--- src/rtl/cordic_pkg.sv ---
// Shared CORDIC definitions: controller states, arctangent table and binary-angle constants.
// Binary angle scale: 0x4000 = +90 deg, 0x8000 = 180 deg.
package cordic_pkg;

    typedef enum logic [1:0] {
        ST_IDLE = 2'd0,
        ST_ITER = 2'd1,
        ST_DONE = 2'd2
    } state_t;

    localparam logic [15:0] ANG_90  = 16'h4000;
    localparam logic [15:0] ANG_180 = 16'h8000;

    // Entry k is atan(2^-k) in binary-angle units; index 0 is the rightmost element.
    localparam logic [15:0][15:0] ATAN_TABLE = {
        16'd0,    16'd1,    16'd1,    16'd3,
        16'd5,    16'd10,   16'd20,   16'd41,
        16'd81,   16'd163,  16'd326,  16'd651,
        16'd1297, 16'd2555, 16'd4836, 16'd8192
    };

endpackage

--- src/rtl/cordic_atan_rom.sv ---
// Combinational arctangent lookup: iteration index -> atan(2^-i), zero latency, no flow control.
// Table values are positive, so widening to DATA_W zero-extends.
module cordic_atan_rom
    import cordic_pkg::*;
#(
    parameter int DATA_W = 16
) (
    input  logic [3:0]        idx,
    output logic [DATA_W-1:0] atan
);

    always_comb begin
        atan = DATA_W'(ATAN_TABLE[idx]);
    end

endmodule

--- src/rtl/cordic_ctrl.sv ---
// Iterative CORDIC (rotation/vectoring); done pulses N_ITER+1 cycles after start is accepted, start ignored unless ready.
// Optional quadrant pre-rotation on load is enabled by defining CORDIC_QUAD_CORR_EN.
module cordic_ctrl
    import cordic_pkg::*;
#(
    parameter int DATA_W = 16,
    parameter int N_ITER = 16
) (
    input  logic                     clk,
    input  logic                     rst_n,
    input  logic                     start,
    input  logic                     mode,
    input  logic signed [DATA_W-1:0] x_in,
    input  logic signed [DATA_W-1:0] y_in,
    input  logic signed [DATA_W-1:0] z_in,
    output logic                     ready,
    output logic                     busy,
    output logic                     done,
    output logic signed [DATA_W-1:0] x_out,
    output logic signed [DATA_W-1:0] y_out,
    output logic signed [DATA_W-1:0] z_out
);

    localparam logic [4:0]               LAST  = 5'(N_ITER);
    localparam logic signed [DATA_W-1:0] A90   = DATA_W'(ANG_90);
    localparam logic signed [DATA_W-1:0] A180  = DATA_W'(ANG_180);

    state_t                     state, state_nx;
    logic                       mode_q;
    logic [4:0]                 i_q;
    logic signed [DATA_W-1:0]   x_q, y_q, z_q;
    logic signed [DATA_W-1:0]   x_ld, y_ld, z_ld;
    logic signed [DATA_W-1:0]   x_sh, y_sh;
    logic signed [DATA_W-1:0]   x_nx, y_nx, z_nx;
    logic [DATA_W-1:0]          atan;
    logic                       d_pos;

    cordic_atan_rom #(.DATA_W(DATA_W)) u_rom (
        .idx  (i_q[3:0]),
        .atan (atan)
    );

    always_comb begin
        x_ld = x_in;
        y_ld = y_in;
        z_ld = z_in;
`ifdef CORDIC_QUAD_CORR_EN
        if (!mode) begin
            if (z_in > A90) begin
                x_ld = -y_in;
                y_ld = x_in;
                z_ld = z_in - A90;
            end else if (z_in < -A90) begin
                x_ld = y_in;
                y_ld = -x_in;
                z_ld = z_in + A90;
            end
        end else if (x_in < 0) begin
            x_ld = -x_in;
            y_ld = -y_in;
            z_ld = z_in + A180;
        end
`else
        // Unmodified load; A180 kept referenced so both builds share one declaration set.
        if (A180 == '0) begin
            z_ld = z_in;
        end
`endif
    end

    // Rotation drives z toward zero, vectoring drives y toward zero.
    always_comb begin
        d_pos = mode_q ? y_q[DATA_W-1] : ~z_q[DATA_W-1];
        x_sh  = y_q >>> i_q;
        y_sh  = x_q >>> i_q;
        x_nx  = d_pos ? (x_q - x_sh) : (x_q + x_sh);
        y_nx  = d_pos ? (y_q + y_sh) : (y_q - y_sh);
        z_nx  = d_pos ? (z_q - $signed(atan)) : (z_q + $signed(atan));
    end

    always_comb begin
        state_nx = state;
        case (state)
            ST_IDLE: if (start) state_nx = ST_ITER;
            ST_ITER: if (i_q == LAST) state_nx = ST_DONE;
            ST_DONE: state_nx = ST_IDLE;
            default: state_nx = ST_IDLE;
        endcase
    end

    always_ff @(posedge clk or negedge rst_n) begin
        if (!rst_n) begin
            state  <= ST_IDLE;
            mode_q <= 1'b0;
            i_q    <= '0;
            x_q    <= '0;
            y_q    <= '0;
            z_q    <= '0;
            x_out  <= '0;
            y_out  <= '0;
            z_out  <= '0;
        end else begin
            state <= state_nx;
            case (state)
                ST_IDLE: begin
                    if (start) begin
                        x_q    <= x_ld;
                        y_q    <= y_ld;
                        z_q    <= z_ld;
                        mode_q <= mode;
                        i_q    <= '0;
                    end
                end
                ST_ITER: begin
                    if (i_q != LAST) begin
                        x_q <= x_nx;
                        y_q <= y_nx;
                        z_q <= z_nx;
                        i_q <= i_q + 5'd1;
                    end else begin
                        x_out <= x_q;
                        y_out <= y_q;
                        z_out <= z_q;
                    end
                end
                default: begin
                end
            endcase
        end
    end

    assign ready = (state == ST_IDLE);
    assign busy  = (state == ST_ITER);
    assign done  = (state == ST_DONE);

endmodule

--- config.mk ---
export PLATFORM = sky130hd
export DESIGN_NAME = cordic_ctrl
export DESIGN_NICKNAME = d
export VERILOG_FILES = /design/src/rtl/cordic_pkg.sv /design/src/rtl/cordic_atan_rom.sv /design/src/rtl/cordic_ctrl.sv
export SDC_FILE = /design/constraint.sdc
export NUM_CORES = 1
export LEC_CHECK = 0
export BUFFER_PORTS_ARGS = -buffer_cell sky130_fd_sc_hd__buf_2
export CELL_PAD_IN_SITES_DETAIL_PLACEMENT = 1
export CELL_PAD_IN_SITES_GLOBAL_PLACEMENT = 1
export CORE_UTILIZATION = 49
export CTS_CLUSTER_DIAMETER = 150
export DETAILED_ROUTE_END_ITERATION = 10
export PLACE_DENSITY = 0.85
export SYNTH_ARGS = -nofsm -noshare
export SYNTH_HDL_FRONTEND = slang
export SYNTH_HIERARCHICAL = 1
export SYNTH_SLANG_ARGS = --single-unit
--- constraint.sdc ---
create_clock -name clk -period 14.8 [get_ports clk]
set_clock_uncertainty 0.15 [all_clocks]
set_input_delay 2.96 -clock clk [delete_from_list [all_inputs] [get_ports clk]]
set_output_delay 2.96 -clock clk [all_outputs]
set_load 0.1 [all_outputs]
==> results by group <==
Min path
  • Worst Hold End: x_out[14]
  • Worst Hold Path Cells: 2
  • Hold_sp: x_out[14]
  • Hold Path Class: reg -> reg

Synth
  • Asr flop ratio synth: 1.00
  • Largest family of logic cells by synthesized area: compound AO/OA/AOI/OAI gates
  • Syn Area/Cell: 8.10 sq um
  • Post-synthesis simple-gate area fraction: 0.198
  • Most numerous cell in the Yosys netlist: nand2_1
  • Library cells used by synthesis: 73
  • XOR/XNOR Fraction of Synth Area: 0.0774
  • Top cells by count, synth: nand2_1 (230), dfrtp_1 (104), nor2_1 (96), a21oi_1 (92), o21ai_0 (82)
  • Compound-Gate Fraction of Synth Area: 0.202
  • Post-synth EDFFs: 0
  • Mux cell area share after synthesis: 0.105
  • Syn Inst Count: 1146
  • Synthesized area: 9280 sq um
  • Post-synth top area share: 0.280
  • Ys Warns: 6
  • Top post-synthesis cells by area: dfrtp_1 (28%), nand2_1 (9.3%), ha_1 (8.2%)
  • Yosys reg bits: 104
  • Post-synthesis sequential area ratio: 0.280
  • Top FF cell, synth: dfrtp_1
  • Leading area contributor after synthesis: dfrtp_1
  • Synth Area in Adders: 0.0887

Critical path
  • Slowest-stage cell, CP: buf_4
  • Reg2reg start: i_q[0]
  • Reg2Reg Depth: 21
  • Crit path launch type: register
  • Flop2flop setup slack: 8.83 ns
  • Worst Setup Path Type: reg -> reg
  • Worst EP required: 14.87 ns
  • Crit path DAT: 6.04 ns
  • Cell breakdown of the critical path: buf_4 > mux4_2 > and3_1 > a211o_1 > or2_2 > inv_1 > ha_1 > inv_1 > nor3_1 > and4_1 > nor2_1 > xnor2_1 > ha_1 > and2_1 > o21ai_0 > a21boi_0 > nand2_1 > and3_1 > a2111oi_0 > xnor2_1 > o21ai_0
  • Max incr delay on CP: 0.61 ns
  • Peak fanout along the critical path: 59
  • Worst reg2reg endpoint: x_q[15]
  • CP endpoint kind: register

Job
  • Max Cap Violations: 0

STA
  • Final period util: 0.403
  • Final setup viols: 0
  • Shortest period the worst path allows: 5.97 ns
  • Slew Limit Fails: 0
  • Max frequency: 167 MHz
  • Worst setup margin: 8.83 ns
  • RSZ-0062 raised after global routing: no
  • Slew Limit Headroom: 0.309
  • Hold Fails Final Rpt: 0
  • Worst-Margin Slew: 1.03 ns
  • TNS Setup: 0 ns

Placed design
  • HPWL Detailed: 21900 microns
  • Final Wtd Congestion: 0.926
  • Pre-CTS WS: 8.82 ns
  • Port Buffers: 102
  • Cells after DPL: 1425

Detailed routing
  • Vias per cell: 6.15
  • Final WL: 29900 microns
  • Iter 0 DRT Violations: 551
  • DRC: 0
  • First drt pass iteration count: 7
  • Post-route ant nets: 0
  • Vias: 8867
  • Average routed wire per standard cell: 20.7 microns

Clocking
  • Clock-pin slew on the worst setup and hold paths: 0.08 ns
  • CTS Buf Count: 9
  • CTS tree: built
  • Clock sink total: 104
  • CTS Hold Bufs: 0
  • CTS Buffer Depth: 2
  • H-tree depth: 3
  • Post_cts resized: 0
  • Root Driver: clkbuf_16
  • Setup Buffers After CTS: 0
  • Later-pin clock latency in the skew report: 0.37 ns

Floorplan
  • Core area: 18300 sq um
  • Die Area: 19500 sq um
  • Chip height: 140 microns
  • Starting Density: 0.508
  • Row cnt: 49
  • Num ports: 103
  • Die width: 140 microns

Final layout
  • Fin cells: 1441
  • Layout cell share with drive strength beyond 1: 0.158
  • Antenna cells: 0
  • Fillcell total: 2302
  • Layout area overhead: 10.2%
  • Final net count: 1323

Global routing
  • Pin count of the biggest net entering global routing: 61
  • Gr ovfl total: 0
  • Vias in the first global route: 9170
  • First-pass GRT wire length: 49100 microns
  • Gr usage total: 0.317
  • Antenna violations before repair: 0

Status
  • Status: finished, final reports clean
[per-stage QoR]
step / hold slack, ns / area [sq um] / util
finish: 0.322 / 10200 / 0.560
global placement: 0.302 / 9910 / 0.543
CTS: 0.328 / 10200 / 0.560
global route: 0.348 / 10200 / 0.560
floorplan: 0.317 / 9280 / -
detailed placement: 0.308 / 9910 / 0.543
[worst max path at each step]
stage	start	end	slack [ns]	depth (start not counted)
floorplan	i_q[1]	x_q[15]	9.50	22
global placement	i_q[0]	x_q[15]	9.08	21
detailed placement	i_q[0]	x_q[15]	8.82	21
CTS	i_q[0]	x_q[15]	8.80	21
global route	i_q[0]	x_q[15]	8.29	21
finish	i_q[0]	x_q[15]	8.83	21
[placed cells by master, fill, tap and decap left out, types with 28 or more instances in the layout]
| cell | Yosys | final |
|---|---|---|
| nand2_1 | 230 | 229 |
| dfrtp_1 | 104 | 103 |
| buf_2 | 7 | 101 |
| nor2_1 | 96 | 95 |
| a21oi_1 | 92 | 92 |
| o21ai_0 | 82 | 82 |
| ha_1 | 61 | 61 |
| xnor2_1 | 48 | 48 |
| inv_1 | 34 | 34 |
| xor2_1 | 34 | 34 |
| mux4_2 | 28 | 28 |
[cell families after synthesis]
logic type | Yosys count
AND/OR/NAND/NOR | 426
AO/OA/AOI/OAI | 303
buffers and inverters | 105
flip-flops | 104
XOR/XNOR | 82
adder cells (fa/ha/maj) | 64
multiplexers | 61
other | 1
[metal layers]
metal,up-vias,wire length [microns],global-route usage
met4,0,874,0.110
met3,74,1570,0.0513
met1,4325,13500,0.424
met2,287,13900,0.522
met5,-,0,0
li1,4181,-,-
[worst max-delay path: cells and delay by family, from the launching register on]
kind	cells	cell delay, ns
mux	1	0.58
flops	1	0.35
compound gates	5	1.48
buf+inv	3	0.72
fa+ha+maj	2	0.50
simple gates	8	1.71
xor+xnor	2	0.31
[final cells by class]
type / instances / area (sq um) / area share
inverter: 36 / 135 / 0.0132
timing repair buffer: 118 / 633 / 0.0619
clock inverter: 7 / 86.3 / 0.00844
clock buffer: 9 / 225 / 0.0220
multi-input combinational: 938 / 6250 / 0.612
tap: 229 / 287 / 0.0280
sequential: 104 / 2600 / 0.255
[sequential cells by signal, indices dropped and copies added (netlist names)]
name / flops
y_out: 16
state: 2
i_q: 5
x_q: 16
z_out: 16
z_q: 16
x_out: 16
y_q: 16
mode_q: 1
Power is left out: the tool's default activity adds up to more than one toggle a clock period on the data nets, which glitch-free logic cannot reach.
